**src/rtl/counter_capture_fifo.sv**
```systemverilog
// counter_capture_fifo: captures {epoch, count} timestamps into a small
// circular FIFO and presents the oldest entry on a valid/ready port.
//
// Ports:
//   clk, reset            rising-edge clock, synchronous active-high reset
//   count, overflow       free-running counter value and its wrap pulse
//   capture               timestamp capture request, sampled every cycle
//   out_valid/out_ready   head-entry handshake to the consumer
//   out_epoch/out_count   head entry fields
//   level                 entries held (0..DEPTH)
//   dropped, drop_cnt     sticky loss flag and saturating loss count
module counter_capture_fifo #(
   parameter int DEPTH   = 4,
   parameter int EPOCH_W = 16,
   parameter int LVL_W   = $clog2(DEPTH + 1)
) (
   input  logic               clk,
   input  logic               reset,
   input  logic [31:0]        count,
   input  logic               overflow,
   input  logic               capture,
   output logic               out_valid,
   input  logic               out_ready,
   output logic [EPOCH_W-1:0] out_epoch,
   output logic [31:0]        out_count,
   output logic [LVL_W-1:0]   level,
   output logic               dropped,
   output logic [7:0]         drop_cnt
);

   localparam int PTR_W = $clog2(DEPTH);

   logic [EPOCH_W-1:0] r_mem_epoch [DEPTH];
   logic [31:0]        r_mem_count [DEPTH];
   logic [PTR_W-1:0]   r_wr_ptr;
   logic [PTR_W-1:0]   r_rd_ptr;
   logic [LVL_W-1:0]   r_level;
   logic [EPOCH_W-1:0] r_epoch;
   logic               r_dropped;
   logic [7:0]         r_drop_cnt;

   logic               w_full;
   logic               w_pop;
   logic               w_push;
   logic               w_drop;
   logic [EPOCH_W-1:0] w_entry_epoch;

   // The entry epoch already includes this cycle's overflow, so a capture
   // on the wrap cycle pairs count=0 with the new epoch.
   assign w_entry_epoch = r_epoch + EPOCH_W'(overflow);

   assign w_full = (r_level == LVL_W'(DEPTH));
   assign w_pop  = out_valid & out_ready;
   // A pop in the same cycle frees the slot, so a full FIFO still accepts.
   assign w_push = capture & (~w_full | w_pop);
   assign w_drop = capture & w_full & ~w_pop;

   always_ff @(posedge clk) begin
      if (reset) begin
         for (int i = 0; i < DEPTH; i++) begin
            r_mem_epoch[i] <= '0;
            r_mem_count[i] <= '0;
         end
         r_wr_ptr   <= '0;
         r_rd_ptr   <= '0;
         r_level    <= '0;
         r_epoch    <= '0;
         r_dropped  <= 1'b0;
         r_drop_cnt <= '0;
      end else begin
         r_epoch <= w_entry_epoch;
         if (w_push) begin
            r_mem_epoch[r_wr_ptr] <= w_entry_epoch;
            r_mem_count[r_wr_ptr] <= count;
            r_wr_ptr              <= r_wr_ptr + PTR_W'(1);
         end
         if (w_pop) begin
            r_rd_ptr <= r_rd_ptr + PTR_W'(1);
         end
         if (w_push && !w_pop) begin
            r_level <= r_level + LVL_W'(1);
         end else if (!w_push && w_pop) begin
            r_level <= r_level - LVL_W'(1);
         end
         if (w_drop) begin
            r_dropped <= 1'b1;
            if (r_drop_cnt != 8'hFF) begin
               r_drop_cnt <= r_drop_cnt + 8'd1;
            end
         end
      end
   end

   // Outputs come straight from registers: no path from capture.
   assign out_valid = (r_level != '0);
   assign out_epoch = r_mem_epoch[r_rd_ptr];
   assign out_count = r_mem_count[r_rd_ptr];
   assign level     = r_level;
   assign dropped   = r_dropped;
   assign drop_cnt  = r_drop_cnt;

endmodule

```
**config.mk**
```make
export PLATFORM = sky130hd
export DESIGN_NAME = counter_capture_fifo
export DESIGN_NICKNAME = d
export VERILOG_FILES = /design/src/rtl/counter_capture_fifo.sv
export SDC_FILE = /design/constraint.sdc
export NUM_CORES = 1
export LEC_CHECK = 0
export ABC_AREA = 1
export ABC_CLOCK_PERIOD_IN_PS = 6700
export CORE_MARGIN = 2
export CORE_UTILIZATION = 50
export CTS_CLUSTER_DIAMETER = 40
export DETAILED_ROUTE_END_ITERATION = 10
export PLACE_DENSITY = 0.81
export SLEW_MARGIN = 10
export SYNTH_ARGS = -nofsm -noshare
export SYNTH_HDL_FRONTEND = slang
export SYNTH_SLANG_ARGS = --single-unit
```
**constraint.sdc**
```tcl
create_clock -name clk -period 6.7 [get_ports clk]
set_input_delay 0.67 -clock clk [delete_from_list [all_inputs] [get_ports clk]]
set_output_delay 0.67 -clock clk [all_outputs]
set_load 0.01 [all_outputs]
```
==> results of run 1 <==
## how the worst max path moves through the flow
| stage | cells after the start | slack, ns | to | start |
|---|---|---|---|---|
| detailed placement | 7 | 2.82 | r_mem_count[3][30]$_DFFE_PP_ | reset |
| global route | 6 | 2.40 | out_epoch[5] | register |
| finish | 6 | 2.51 | out_epoch[9] | register |
| global placement | 7 | 2.89 | r_mem_count[3][25]$_DFFE_PP_ | reset |
| floorplan | 5 | 2.86 | r_mem_count[3][0]$_DFFE_PP_ | reset |
| CTS | 6 | 2.61 | out_epoch[5] | register |
## cell families after synthesis
logic type	synth area share
AND/OR/NAND/NOR	0.179
flip-flops	0.653
AO/OA/AOI/OAI	0.0933
buffers and inverters	0.0621
XOR/XNOR	0.00533
adder cells (fa/ha/maj)	0.00710
## cell type report
cell class	count	area (um^2)	share of cell area
Sequential cell	226	6450	0.542
Multi-Input combinational cell	628	2830	0.238
Timing Repair Buffer	108	1050	0.0886
Clock buffer	28	679	0.0571
Inverter	90	338	0.0284
Tap cell	265	332	0.0279
Clock inverter	20	208	0.0175
## cell usage after synthesis (all sizes together)
library cell,n,area (um^2)
buf,29,178
o21bai,1,7.51
o21ai,103,515
o21a,1,7.51
xor2,5,43.8
ha,4,50.1
o22ai,48,300
a21oi,18,90.1
nand3,25,135
nand4,8,50.1
nor2,284,1080
nand2,127,482
nand3b,2,15.0
fa,1,20.0
dfxtp,34,681
clkbuf,26,97.6
clkinv,1,3.75
inv,89,334
edfxtp,192,5770
xnor2,1,8.76
## routing by layer
metal,GRT usage,share of wire,wire length (um)
met1,0.275,0.41,9370
met2,0.383,0.50,11400
met3,0.0281,0.068,1550
met4,0.0843,0.024,544
met5,0,0,0
## metrics by stage
stage,instance area [um^2],setup slack (ns),hold slack (ns),instances,utilization
2_1_floorplan,9870,2.86,0.433,999,-
3_3_place_gp,11000,2.89,0.445,1317,0.567
3_5_place_dp,11000,2.82,0.462,1317,0.567
4_1_cts,11900,2.61,0.479,1365,0.613
5_1_grt,11900,2.40,0.499,1365,0.613
6_report,11900,2.51,0.482,1365,0.613
## state kept, by name (all words and copies together), names as in the netlist, named ones only
| signal | cells |
|---|---|
| r_rd_ptr | 2 |
| dropped | 1 |
| r_wr_ptr | 2 |
| level | 3 |
| r_epoch | 16 |
| r_mem_count | 128 |
| drop_cnt | 8 |
| r_mem_epoch | 64 |
## critical path, stage by stage (launching register included)
cell and delay (ns):
dfxtp_2 0.30, buf_4 0.34, inv_2 0.47, buf_4 0.63, o21ai_0 0.21, o22ai_1 0.28, clkdlybuf4s50_1 0.60
## where the power goes
group / switching, mW / internal [mW]
logic: 0.588 / 0.414
clock network: 0.577 / 0.861
registers: 0.0431 / 1.67
==> metrics, run 1 <==
register area share after synthesis 0.653; VDD IR max around 0.23 mV; total number of vias around 7400; run status finished, final reports clean; # setup viols final 0; slew at the pin closest to its max-slew limit 1.01 ns; residual DRC count 0; commonest non-fill, non-tap cell in the layout nor2_1; min Tclk post-route roughly 4.2 ns; First DRT Iteration DRCs a little over 800; largest net degree at the start of global routing ~100; hold path depth 2; drt via density 5.45; Design Power approximately 4.1 mW; hold_sp r_rd_ptr[0]$_SDFFE_PP0N_; WL per Instance 16.7 um; post-CTS resize count 0; vias in the first global route roughly 7200; antenna diode count 0; die height roughly 140 um; CP arrival between 3 and 4 ns; CP Capture Type output pin; clk root buf clkbuf_16; postcts setup bufs 0; Slew Viols, Final 0; grt ovf 0; row cnt 51; Register-to-Register Path Depth 7; clock buffer depth 3; IO buf count 97; TritonCTS clock tree built; CTS H-tree depth 1; antenna viol nets, final 0; die area about 21000 um^2; fin crit share 0.626; setup tns final 0 ns; CTS Hold Bufs 0; filler instances around 1500; CP Max Fanout 97; final wirelength between 20000 and 25000 um; Die W around 140 um; first-pass GRT wire length 35600 um; CP Data Required Time around 6.0 ns; f_max ~240 MHz; Worst Hold Class reg -> reg; RSZ-0062 raised after global routing false; P&R area growth vs syn 20.5%; total track usage 0.218; drt pass-1 iters 8; number of I/O pins a little under 100; Distinct cells, synth 27; total of warnings raised by yosys 0; syn_nets approximately 1000; Final #Nets 1123; antenna violations before repair 0; CORE AREA just under 20000 um^2; Final Hold Fails 0; pwr/cell area 349 nW/um^2; Yosys reg bits ~230; layout cell share with drive strength beyond 1 0.0609; CTS Sinks around 230; Initial Util 0.509; DP Wirelength about 13000 um; RR Endpoint r_mem_count[0][31]$_SDFFCE_PN0P_; R2R Setup Slk roughly 3.9 ns; Crit Reg-Reg Startpoint level[0]$_SDFFE_PP0P_; Leak between 4 and 5 nW; Avg Cell Area, Syn just under 10 um^2; number of CTS-inserted buffers 27; Slew HR 0.326; max-cap viol count 0; Mapped Area between 9000 and 10000 um^2; commonest non-fill, non-tap cells in the layout 282 x nor2_1, 192 x edfxtp_1, 122 x nand2_1; clock skew a little over 0.007 ns; Startpoint Class register; Syn Inst Count approximately 1000; clock latency on the worst-skew pair around 0.52 ns; gpl congestion between 0.8 and 0.9; critical path start-end classification reg -> out; Worst-path clk slew about 0.05 ns
No activity file was read; power rests on OpenSTA's default activity.
==> run 2, diff against run 1 <==
ABC_CLOCK_PERIOD_IN_PS = 3850   (was 6700)
PLACE_DENSITY = 0.84   (was 0.81)
clock period = 3.85 ns   (was 6.7 ns; I/O delays follow)
==> metrics, run 2 (synthesized netlist as in run 1, its figures left out) <==
final instance area 12100 um^2 (+2.1%); antenna diode count 0 (unchanged); die area 20900 um^2 (unchanged); CTS H-tree depth 1 (unchanged); First DRT Iteration DRCs 707 (-13%); RSZ-0062 raised after global routing false; clock skew 0.00938 ns (+0.00216 ns); CTS Hold Bufs 0 (unchanged); f_max 301 MHz; WL per Instance 17.4 um (+3.8%); post-CTS resize count 0 (unchanged); commonest non-fill, non-tap cell in the layout nor2_1; clk root buf clkbuf_16; Die W 144 um (unchanged); Final Hold Fails 0 (unchanged); Multi-input gate area 2830 um^2 (-0.18%); # setup viols final 0 (unchanged); Initial Util 0.509 (unchanged); TritonCTS clock tree built; number of CTS-inserted buffers 30 (+11%); Design Power 7.67 mW (+85%); Worst path max stage delay 0.89 ns (+0.26 ns); max reg flops 128 (unchanged); Final #Nets 1132 (+0.80%); drt pass-1 iters 5 (-3); drt via density 5.44 (-0.16%); Leak 4.74 nW (+2.8%); vias in the first global route 7619 (+5.8%); min Tclk post-route around 3.3 ns; DP Wirelength 14100 um (+7.0%); CTS Sinks 226 (unchanged); pwr/cell area 632 nW/um^2 (+81%); max-cap viol count 0 (unchanged); CP cell instances buf_4 -> o21ai_0 -> o22ai_1 -> clkdlybuf4s50_1; clock latency on the worst-skew pair 0.54 ns (+0.02 ns); antenna viol nets, final 0 (unchanged); largest net degree at the start of global routing 97 (-1.0%); P&R area growth vs syn 23.0%; VDD IR max 0.426 mV (+83%); CP Max Fanout 26 (-73%); Worst-path clk slew 0.06 ns (about the same); Worst Hold Class reg -> reg; run status finished, final reports clean; slew at the pin closest to its max-slew limit 0.920 ns (-0.0901 ns); critical path start-end classification reg -> out; fin crit share 0.863; CORE AREA 19400 um^2 (unchanged); register area 6450 um^2 (unchanged); layout cell share with drive strength beyond 1 0.0700 (+0.00911); Biggest register r_mem_count; number of I/O pins 98 (unchanged); clock buffer depth 3 (unchanged); CP Data Required Time 3.46 ns (-2.57 ns); R2R Setup Slk 1.51 ns (-2.34 ns); filler instances 1479 (-2.5%); residual DRC count 0 (unchanged); postcts setup bufs 0 (unchanged); total number of vias 7498 (+0.86%); row cnt 51 (unchanged); IO buf count 97 (unchanged); setup tns final 0 ns (unchanged); Slew Viols, Final 0 (unchanged); total track usage 0.232 (+0.0140); final wirelength 24000 um (+4.9%); grt ovf 0 (unchanged); Startpoint Class register; antenna violations before repair 0 (unchanged); die height 144 um (unchanged); Slew HR 0.386 (+0.0601); commonest non-fill, non-tap cells in the layout 282 x nor2_1, 192 x edfxtp_1, 122 x nand2_1; CP Capture Type output pin; CP arrival 2.94 ns (-0.58 ns); Cell Area, Placed 11100 um^2 (+0.75%); gpl congestion 0.846 (+1.9%); critical path buffer and inverter count 2 (-2); Top Registers r_mem_count x128, r_mem_epoch x64, r_epoch x16; crit-path leading delay family buffers and inverters; CP max stage cell dfxtp_1; first-pass GRT wire length 37900 um (+6.6%)
## run 2: cell count changes in the layout (fill, tap and decap cells not counted), sizes merged
cell	change
clkbuf	+9
buf	+6
bufinv	+2
clkinvlp	-2
clkinv	-1
## run 2: worst paths after layout
| kind | to | depth (start not counted) | start |
|---|---|---|---|
| max | out_epoch[2] | 4 | register |
| min | dropped$_SDFFE_PP0P_ | 1 | dropped$_SDFFE_PP0P_ |
| max reg2reg | r_mem_count[0][1]$_SDFFCE_PN0P_ | 7 | level[0]$_SDFFE_PP0P_ |
| min reg2reg | dropped$_SDFFE_PP0P_ | 1 | dropped$_SDFFE_PP0P_ |
## run 2: stage by stage
step	hold slack, ns	setup WS [ns]	std cells	utilization
2_1_floorplan	0.433	0.299	999	-
3_3_place_gp	0.455	1.19	1323	0.571
3_5_place_dp	0.452	1.12	1323	0.571
4_1_cts	0.474	0.544	1379	0.626
5_1_grt	0.512	0.356	1379	0.626
6_report	0.470	0.526	1379	0.626
## run 2: layout make-up
type | instances | share of cell area
Sequential cell | 226 | 0.531
Multi-Input combinational cell | 628 | 0.233
Timing Repair Buffer | 114 | 0.0936
Clock buffer | 37 | 0.0666
Inverter | 90 | 0.0278
Tap cell | 265 | 0.0273
Clock inverter | 19 | 0.0206
## run 2: routing by layer
layer / global-route usage / part of all wire / wire (um)
met5: 0 / 0 / 0
met3: 0.0371 / 0.069 / 1650
met4: 0.0986 / 0.036 / 856
met2: 0.406 / 0.51 / 12200
met1: 0.285 / 0.39 / 9250
## run 2: worst reg2reg max path, stage by stage (launching register included)
cell	delay [ns]
dfxtp_1	0.43
nor2_1	0.12
nand2_2	0.11
nand2_2	0.10
nor2_8	0.35
nand3_2	0.13
nand2_2	0.50
buf_12	0.29
## run 2: power breakdown
group	switching [mW]	leakage, nW	internal (mW)
registers	0.0896	2.27	2.90
logic	1.03	1.96	0.746
clock network	1.06	0.516	1.84
